--- src/rtl/pcpu_mdu_if.sv ---
// Request/response bundle between the EX stage and the multiply/divide unit.
// start is taken only while the unit can accept; done pulses for one cycle with result valid.
interface pcpu_mdu_if #(parameter int XLEN = 32);
  logic            start;
  logic [2:0]      funct3;
  logic [XLEN-1:0] rs1;
  logic [XLEN-1:0] rs2;
  logic            flush;
  logic            busy;
  logic            stall_req;
  logic            done;
  logic [XLEN-1:0] result;

  modport master (
    output start, funct3, rs1, rs2, flush,
    input  busy, stall_req, done, result
  );

  modport slave (
    input  start, funct3, rs1, rs2, flush,
    output busy, stall_req, done, result
  );
endinterface

--- src/rtl/pcpu_mdu.sv ---
// Iterative RV32M/RV64M multiply/divide unit: one product or quotient bit per cycle,
// single-cycle handling of divide-by-zero and signed overflow, abortable by flush.
module pcpu_mdu #(
  parameter int XLEN = 32
) (
  input  logic          clk,
  input  logic          reset,
  pcpu_mdu_if.slave     bus,
  output logic [1:0]    state_dbg
);

  localparam int CW = $clog2(XLEN);

  typedef enum logic [1:0] {
    S_IDLE = 2'd0,
    S_CALC = 2'd1,
    S_FIX  = 2'd2,
    S_DONE = 2'd3
  } state_t;

  state_t            state, state_n;
  logic [CW-1:0]     cnt;
  logic [2:0]        f3;
  logic              s1, s2;
  logic [XLEN-1:0]   a, b, rem, quo, result_q;
  logic [2*XLEN-1:0] prod;

  logic              accept, take;
  logic              sg1, sg2, neg1, neg2;
  logic              div_zero, div_ovf, special;
  logic [XLEN-1:0]   special_res;
  logic [XLEN:0]     shifted;
  logic [XLEN-1:0]   diff;
  logic              ge;
  logic [2*XLEN-1:0] prod_n, prod_s;
  logic [XLEN-1:0]   q_s, r_s, fix_res;

  assign accept    = (state == S_IDLE) || (state == S_DONE);
  assign take      = bus.start && accept && !bus.flush;
  assign state_dbg = state;
  assign bus.result = result_q;

  // Request decode: signedness, sign flags and the single-cycle special cases.
  always_comb begin
    sg1 = 1'b0;
    sg2 = 1'b0;
    case (bus.funct3)
      3'd1, 3'd4, 3'd6: begin sg1 = 1'b1; sg2 = 1'b1; end
      3'd2:             sg1 = 1'b1;
      default:          ;
    endcase
    neg1     = sg1 && bus.rs1[XLEN-1];
    neg2     = sg2 && bus.rs2[XLEN-1];
    div_zero = bus.funct3[2] && (bus.rs2 == '0);
    div_ovf  = ((bus.funct3 == 3'd4) || (bus.funct3 == 3'd6)) &&
               (bus.rs1 == {1'b1, {(XLEN-1){1'b0}}}) && (bus.rs2 == '1);
    special  = div_zero || div_ovf;
    if (div_zero) special_res = bus.funct3[1] ? bus.rs1 : '1;
    else          special_res = bus.funct3[1] ? '0 : bus.rs1;
  end

  // One iteration step; cnt walks the operand bits MSB first.
  always_comb begin
    shifted = {rem, a[cnt]};
    ge      = shifted >= {1'b0, b};
    diff    = shifted[XLEN-1:0] - b;
    prod_n  = {prod[2*XLEN-2:0], 1'b0} + (b[cnt] ? {{XLEN{1'b0}}, a} : '0);
    prod_s  = (s1 ^ s2) ? -prod : prod;
    q_s     = (s1 ^ s2) ? -quo : quo;
    r_s     = s1 ? -rem : rem;
    if (f3[2])          fix_res = f3[1] ? r_s : q_s;
    else if (f3 == 3'd0) fix_res = prod_s[XLEN-1:0];
    else                fix_res = prod_s[2*XLEN-1:XLEN];
  end

  always_comb begin
    state_n       = state;
    bus.busy      = (state == S_CALC) || (state == S_FIX);
    bus.done      = (state == S_DONE);
    bus.stall_req = bus.busy || take;
    if (bus.flush) begin
      state_n = S_IDLE;
    end else begin
      case (state)
        S_IDLE:  if (take) state_n = special ? S_DONE : S_CALC;
        S_CALC:  if (cnt == '0) state_n = S_FIX;
        S_FIX:   state_n = S_DONE;
        S_DONE:  state_n = take ? (special ? S_DONE : S_CALC) : S_IDLE;
        default: state_n = S_IDLE;
      endcase
    end
  end

  always_ff @(posedge clk or posedge reset) begin
    if (reset) begin
      state    <= S_IDLE;
      cnt      <= '0;
      f3       <= '0;
      s1       <= 1'b0;
      s2       <= 1'b0;
      a        <= '0;
      b        <= '0;
      rem      <= '0;
      quo      <= '0;
      prod     <= '0;
      result_q <= '0;
    end else begin
      state <= state_n;
      if (take) begin
        f3   <= bus.funct3;
        s1   <= neg1;
        s2   <= neg2;
        a    <= neg1 ? -bus.rs1 : bus.rs1;
        b    <= neg2 ? -bus.rs2 : bus.rs2;
        rem  <= '0;
        quo  <= '0;
        prod <= '0;
        cnt  <= CW'(XLEN - 1);
        if (special) result_q <= special_res;
      end else if (state == S_CALC) begin
        if (cnt != '0) cnt <= cnt - CW'(1);
        if (f3[2]) begin
          rem <= ge ? diff : shifted[XLEN-1:0];
          quo <= {quo[XLEN-2:0], ge};
        end else begin
          prod <= prod_n;
        end
      end else if ((state == S_FIX) && !bus.flush) begin
        result_q <= fix_res;
      end
    end
  end

endmodule
--- src/flat_wrapper.sv ---
// flat-port wrapper written by rule: the top's interface ports become plain ports
module pcpu_mdu_flat 
#(
  parameter int XLEN = 32
)
  (clk, reset, state_dbg, bus_start, bus_funct3, bus_rs1, bus_rs2, bus_flush, bus_busy, bus_stall_req, bus_done, bus_result);
  pcpu_mdu_if #(.XLEN(XLEN)) bus_i ();
  input  logic clk;
  input  logic reset;
  output logic [1:0] state_dbg;
  input wire logic [$bits(bus_i.start)-1:0] bus_start;
  input wire logic [$bits(bus_i.funct3)-1:0] bus_funct3;
  input wire logic [$bits(bus_i.rs1)-1:0] bus_rs1;
  input wire logic [$bits(bus_i.rs2)-1:0] bus_rs2;
  input wire logic [$bits(bus_i.flush)-1:0] bus_flush;
  output wire logic [$bits(bus_i.busy)-1:0] bus_busy;
  output wire logic [$bits(bus_i.stall_req)-1:0] bus_stall_req;
  output wire logic [$bits(bus_i.done)-1:0] bus_done;
  output wire logic [$bits(bus_i.result)-1:0] bus_result;
  assign bus_i.start = bus_start;
  assign bus_i.funct3 = bus_funct3;
  assign bus_i.rs1 = bus_rs1;
  assign bus_i.rs2 = bus_rs2;
  assign bus_i.flush = bus_flush;
  assign bus_busy = bus_i.busy;
  assign bus_stall_req = bus_i.stall_req;
  assign bus_done = bus_i.done;
  assign bus_result = bus_i.result;
  pcpu_mdu #(.XLEN(XLEN)) u_core (.clk(clk), .reset(reset), .bus(bus_i), .state_dbg(state_dbg));
endmodule
--- config.mk ---
export PLATFORM = sky130hd
export DESIGN_NAME = pcpu_mdu_flat
export DESIGN_NICKNAME = d
export VERILOG_FILES = /design/src/rtl/pcpu_mdu_if.sv /design/src/rtl/pcpu_mdu.sv /design/src/flat_wrapper.sv
export SDC_FILE = /design/constraint.sdc
export NUM_CORES = 1
export LEC_CHECK = 0
export ABC_AREA = 0
export CORE_ASPECT_RATIO = 1.1
export CORE_UTILIZATION = 55
export CTS_CLUSTER_DIAMETER = 60
export DETAILED_ROUTE_END_ITERATION = 10
export DONT_BUFFER_PORTS = 1
export PLACE_DENSITY_LB_ADDON = 0.08
export SYNTH_ARGS = -nofsm -noshare
export SYNTH_HDL_FRONTEND = slang
export SYNTH_SLANG_ARGS = --single-unit
--- constraint.sdc ---
create_clock -name clk -period 7.8 [get_ports clk]
set_input_delay 1.56 -clock clk [delete_from_list [all_inputs] [get_ports clk]]
set_output_delay 1.56 -clock clk [all_outputs]
set_load 0.01 [all_outputs]
==> metrics.txt <==
outcome=complete, but fails checks; violated checks=design-rule violations; syn avg cell area=between 7 and 8 um2; share of layout cells above drive strength 1=0.0545; multiplexer share of the synthesized area=0.0317; DIE AREA=~35000 um2; critical-path maximum fanout=32; Detailed Routing Iterations Pass 1=8; setup TNS=0 ns; largest cells by area after synthesis=dfrtp_1 31%, o21ai_0 7.2%, xor2_1 6.3%, nand2_1 6.1%, xnor2_1 5.8%; Cells after Synth=between 2k and 2.5k; # IOs=108; Finished Layout Cells=roughly 2.7k; initial antenna violation count=0; WP data arrival=between 7 and 8 ns; clock buffer depth=3; fin nets=between 2k and 2.5k; via count=17.6k; placed cell count=2688; Post CTS Setup Buffer Count=0; largest family of logic cells by synthesized area=compound AO/OA/AOI/OAI gates; Main synth FF type=dfrtp_1; VDD IR max=between 0.2 and 0.25 mV; Post-synth ARST share=1.00; Final ANT Viol Nets=0; PortBufs=0; RSZ-0062 raised after global routing=no; htree depth=2; vias in the first global route=16.7k; # rows=around 70; internal power=around 4.2 mW; Leak=roughly 8.5 nW; CP required=around 8.3 ns; # diodes=0; Power Density=407 nW/um2; Clock Latency Late Sink=roughly 0.55 ns; total track usage=0.362; clock buffer count from CTS=35; Seq. cell area=5910 um2; TritonCTS clock tree=done; Core Box Area=about 34000 um2; Slew headroom=0.170; Switching Share=0.499; sequential power share=0.267; total congestion overflow=0; max-slew violation count=0; largest net degree at the start of global routing=134; DR WL/cell=approximately 23 um; post-synthesis compound-gate area fraction=0.228; clock power share=0.198; cells resized by post-CTS repair=0; Fin Clk Skew=roughly 0.029 ns; synthesized-area fraction occupied by adder cells=0.0615; Sink Count=236; crit start category=flip-flop; chip width=between 150 and 200 um; Tightest Pin Transition=around 1.2 ns; post-synth cell types=73; Final Setup Violations=0; Iteration-0 DRC Markers=approximately 1.5k; Synth Area in Simple Gates=0.199; DRC=8; area occupied by multi-input gates=~12000 um2; Final Util=0.598; Die Y=a little under 200 um; Min-Delay Path Class=flip-flop to flip-flop; first-pass GRT wire length=approximately 99000 um; synth warn=0; Total Wirelength=between 60000 and 70000 um; Seq/Total Area, Yosys=0.310; hpwl dp=between 40000 and 50000 um; worst slack at placement=roughly 1.1 ns; area delta synth->final=7.17%; CP endpoint kind=flip-flop; Final Power=approximately 8.3 mW; minimum clock period=6.69 ns; Max Freq=0.149 GHz; post-synth top area share=0.310; most area-hungry cell type in the Yosys netlist=dfrtp_1; clk slew on worst S/H paths=about 0.060 ns; P_sw=4.15 mW; Vias/cell=6.40; post-synthesis cell area=approximately 19000 um2; combinational power share=0.535; Root Buffer=clkbuf_16; Starting Density=0.558; Post-synth EDFFs=0; Post-CTS Hold Buffers=0; net count after synthesis=2539; area share of xor/xnor cells in the synthesized design=0.121; Final Hold Viols=0; FILL cells=roughly 3.1k; kind of critical path=flip-flop to flip-flop; fin crit share=0.858; PnR worst setup slack=between 1 and 1.5 ns; number of max-cap violations=0; synthesized flop and latch total=around 240; routability cong.=1.00
==> layout make-up <==
cell class,instances,share of cell area
clock buffers,46,0.0495
inverters,75,0.0140
multi-input cells,1917,0.603
well taps,438,0.0269
clock inverters,15,0.00901
repair buffers,22,0.00871
flip-flops and latches,236,0.289
==> placed cells by master, fill, tap and decap left out, types with 18 or more instances in the layout <==
cell type,count
a211oi_1,22
a21o_1,22
a21oi_1,168
a22o_1,33
a31oi_1,32
buf_4,21
clkbuf_16,37
dfrtp_1,236
ha_1,76
inv_1,73
maj3_1,18
mux4_2,20
nand2_1,307
nand3_1,43
nand4_1,28
nor2_1,193
nor2b_1,38
nor3_1,46
nor4_1,25
o21ai_0,275
o31ai_1,41
o41ai_1,18
or3_1,25
xnor2_1,126
xor2_1,135
==> worst max-delay path: stages, from the launching register on <==
cell,delay (ns)
dfrtp_1,1.11
mux4_2,0.62
mux4_2,0.51
mux2i_4,0.83
nor2b_1,0.15
ha_1,0.42
o21ai_0,0.13
nor2_1,0.19
o31ai_1,0.12
o21ai_0,0.54
a31oi_1,0.33
o21ai_1,1.04
nand4_1,0.24
xor2_1,0.20
o21ai_0,0.15
==> synth_stat cells (all sizes together) (17+ instances only) <==
| cell type | number |
|---|---|
| xor2 | 136 |
| a21o | 22 |
| nand3 | 43 |
| nand4 | 28 |
| buf | 23 |
| o31ai | 41 |
| nor2 | 193 |
| o41ai | 18 |
| clkbuf | 139 |
| ha | 76 |
| nor4 | 26 |
| and3 | 17 |
| a21oi | 170 |
| xnor2 | 127 |
| dfrtp | 236 |
| nand2 | 307 |
| a211oi | 23 |
| maj3 | 18 |
| a31oi | 32 |
| nor2b | 38 |
| nand2b | 17 |
| a22o | 33 |
| mux4 | 20 |
| nor3 | 47 |
| o21ai | 280 |
| or3 | 25 |
| inv | 75 |
==> per-layer routing <==
layer / vias up / routed length [um] / global-route usage / part of all wire
li1: 8321 / - / - / -
met1: 8394 / 25100 / 0.439 / 0.39
met2: 696 / 29200 / 0.587 / 0.46
met3: 185 / 4850 / 0.0747 / 0.076
met4: 0 / 4600 / 0.242 / 0.072
met5: - / 0 / 0 / 0
==> final timing paths <==
kind	from	end	slack, ns	depth (start not counted)
max in group asynchronous	reset	u_core.prod[35]$_DFFE_PP0P_	5.43	3
hold reg to reg	u_core.a[20]$_DFFE_PP0P_	u_core.a[20]$_DFFE_PP0P_	0.52	2
hold / removal	u_core.a[20]$_DFFE_PP0P_	u_core.a[20]$_DFFE_PP0P_	0.52	2
setup reg to reg	u_core.cnt[0]$_DFFE_PP0P_	u_core.prod[50]$_DFFE_PP0P_	1.11	14
min in group asynchronous	reset	u_core.f3[1]$_DFFE_PP0P_	1.07	2
setup / recovery	u_core.cnt[0]$_DFFE_PP0P_	u_core.prod[50]$_DFFE_PP0P_	1.11	14
==> metrics by stage <==
| stage | hold slack (ns) | instance area, um2 |
|---|---|---|
| after CTS | 0.512 | 20400 |
| after global placement | 0.498 | 19200 |
| after global routing | 0.537 | 20400 |
| after detailed placement | 0.500 | 19200 |
| final | 0.523 | 20400 |
| after floorplan | 0.448 | 19000 |
==> power groups by stage <==
| stage | combinational, mW | sequential, mW | clock [mW] |
|---|---|---|---|
| 6_report | 4.45 | 2.22 | 1.65 |
| 5_1_grt | 4.84 | 2.24 | 1.71 |
| 4_1_cts | 4.36 | 2.20 | 1.67 |
| 3_5_place_dp | 4.33 | 2.22 | 0 |
| 3_3_place_gp | 4.29 | 2.22 | 0 |
| 2_1_floorplan | 3.29 | 1.85 | 0 |
==> sequential cells by signal, indices dropped and copies added (netlist names) <==
signal / cells
u_core.prod: 64
u_core.a: 32
u_core.s1: 1
u_core.b: 32
u_core.rem: 32
u_core.cnt: 5
u_core.bus.result: 32
u_core.state_dbg: 2
u_core.quo: 32
u_core.s2: 1
u_core.f3: 3
==> logic make-up (layout without fill, tap and decap cells) <==
| group | Yosys count | count (layout) |
|---|---|---|
| simple gates | 807 | 807 |
| compound gates | 716 | 716 |
| xor+xnor | 263 | 263 |
| buf+inv | 237 | 158 |
| flops | 236 | 236 |
| fa+ha+maj | 96 | 96 |
| mux | 35 | 35 |
(Power assumes the default switching activity.)
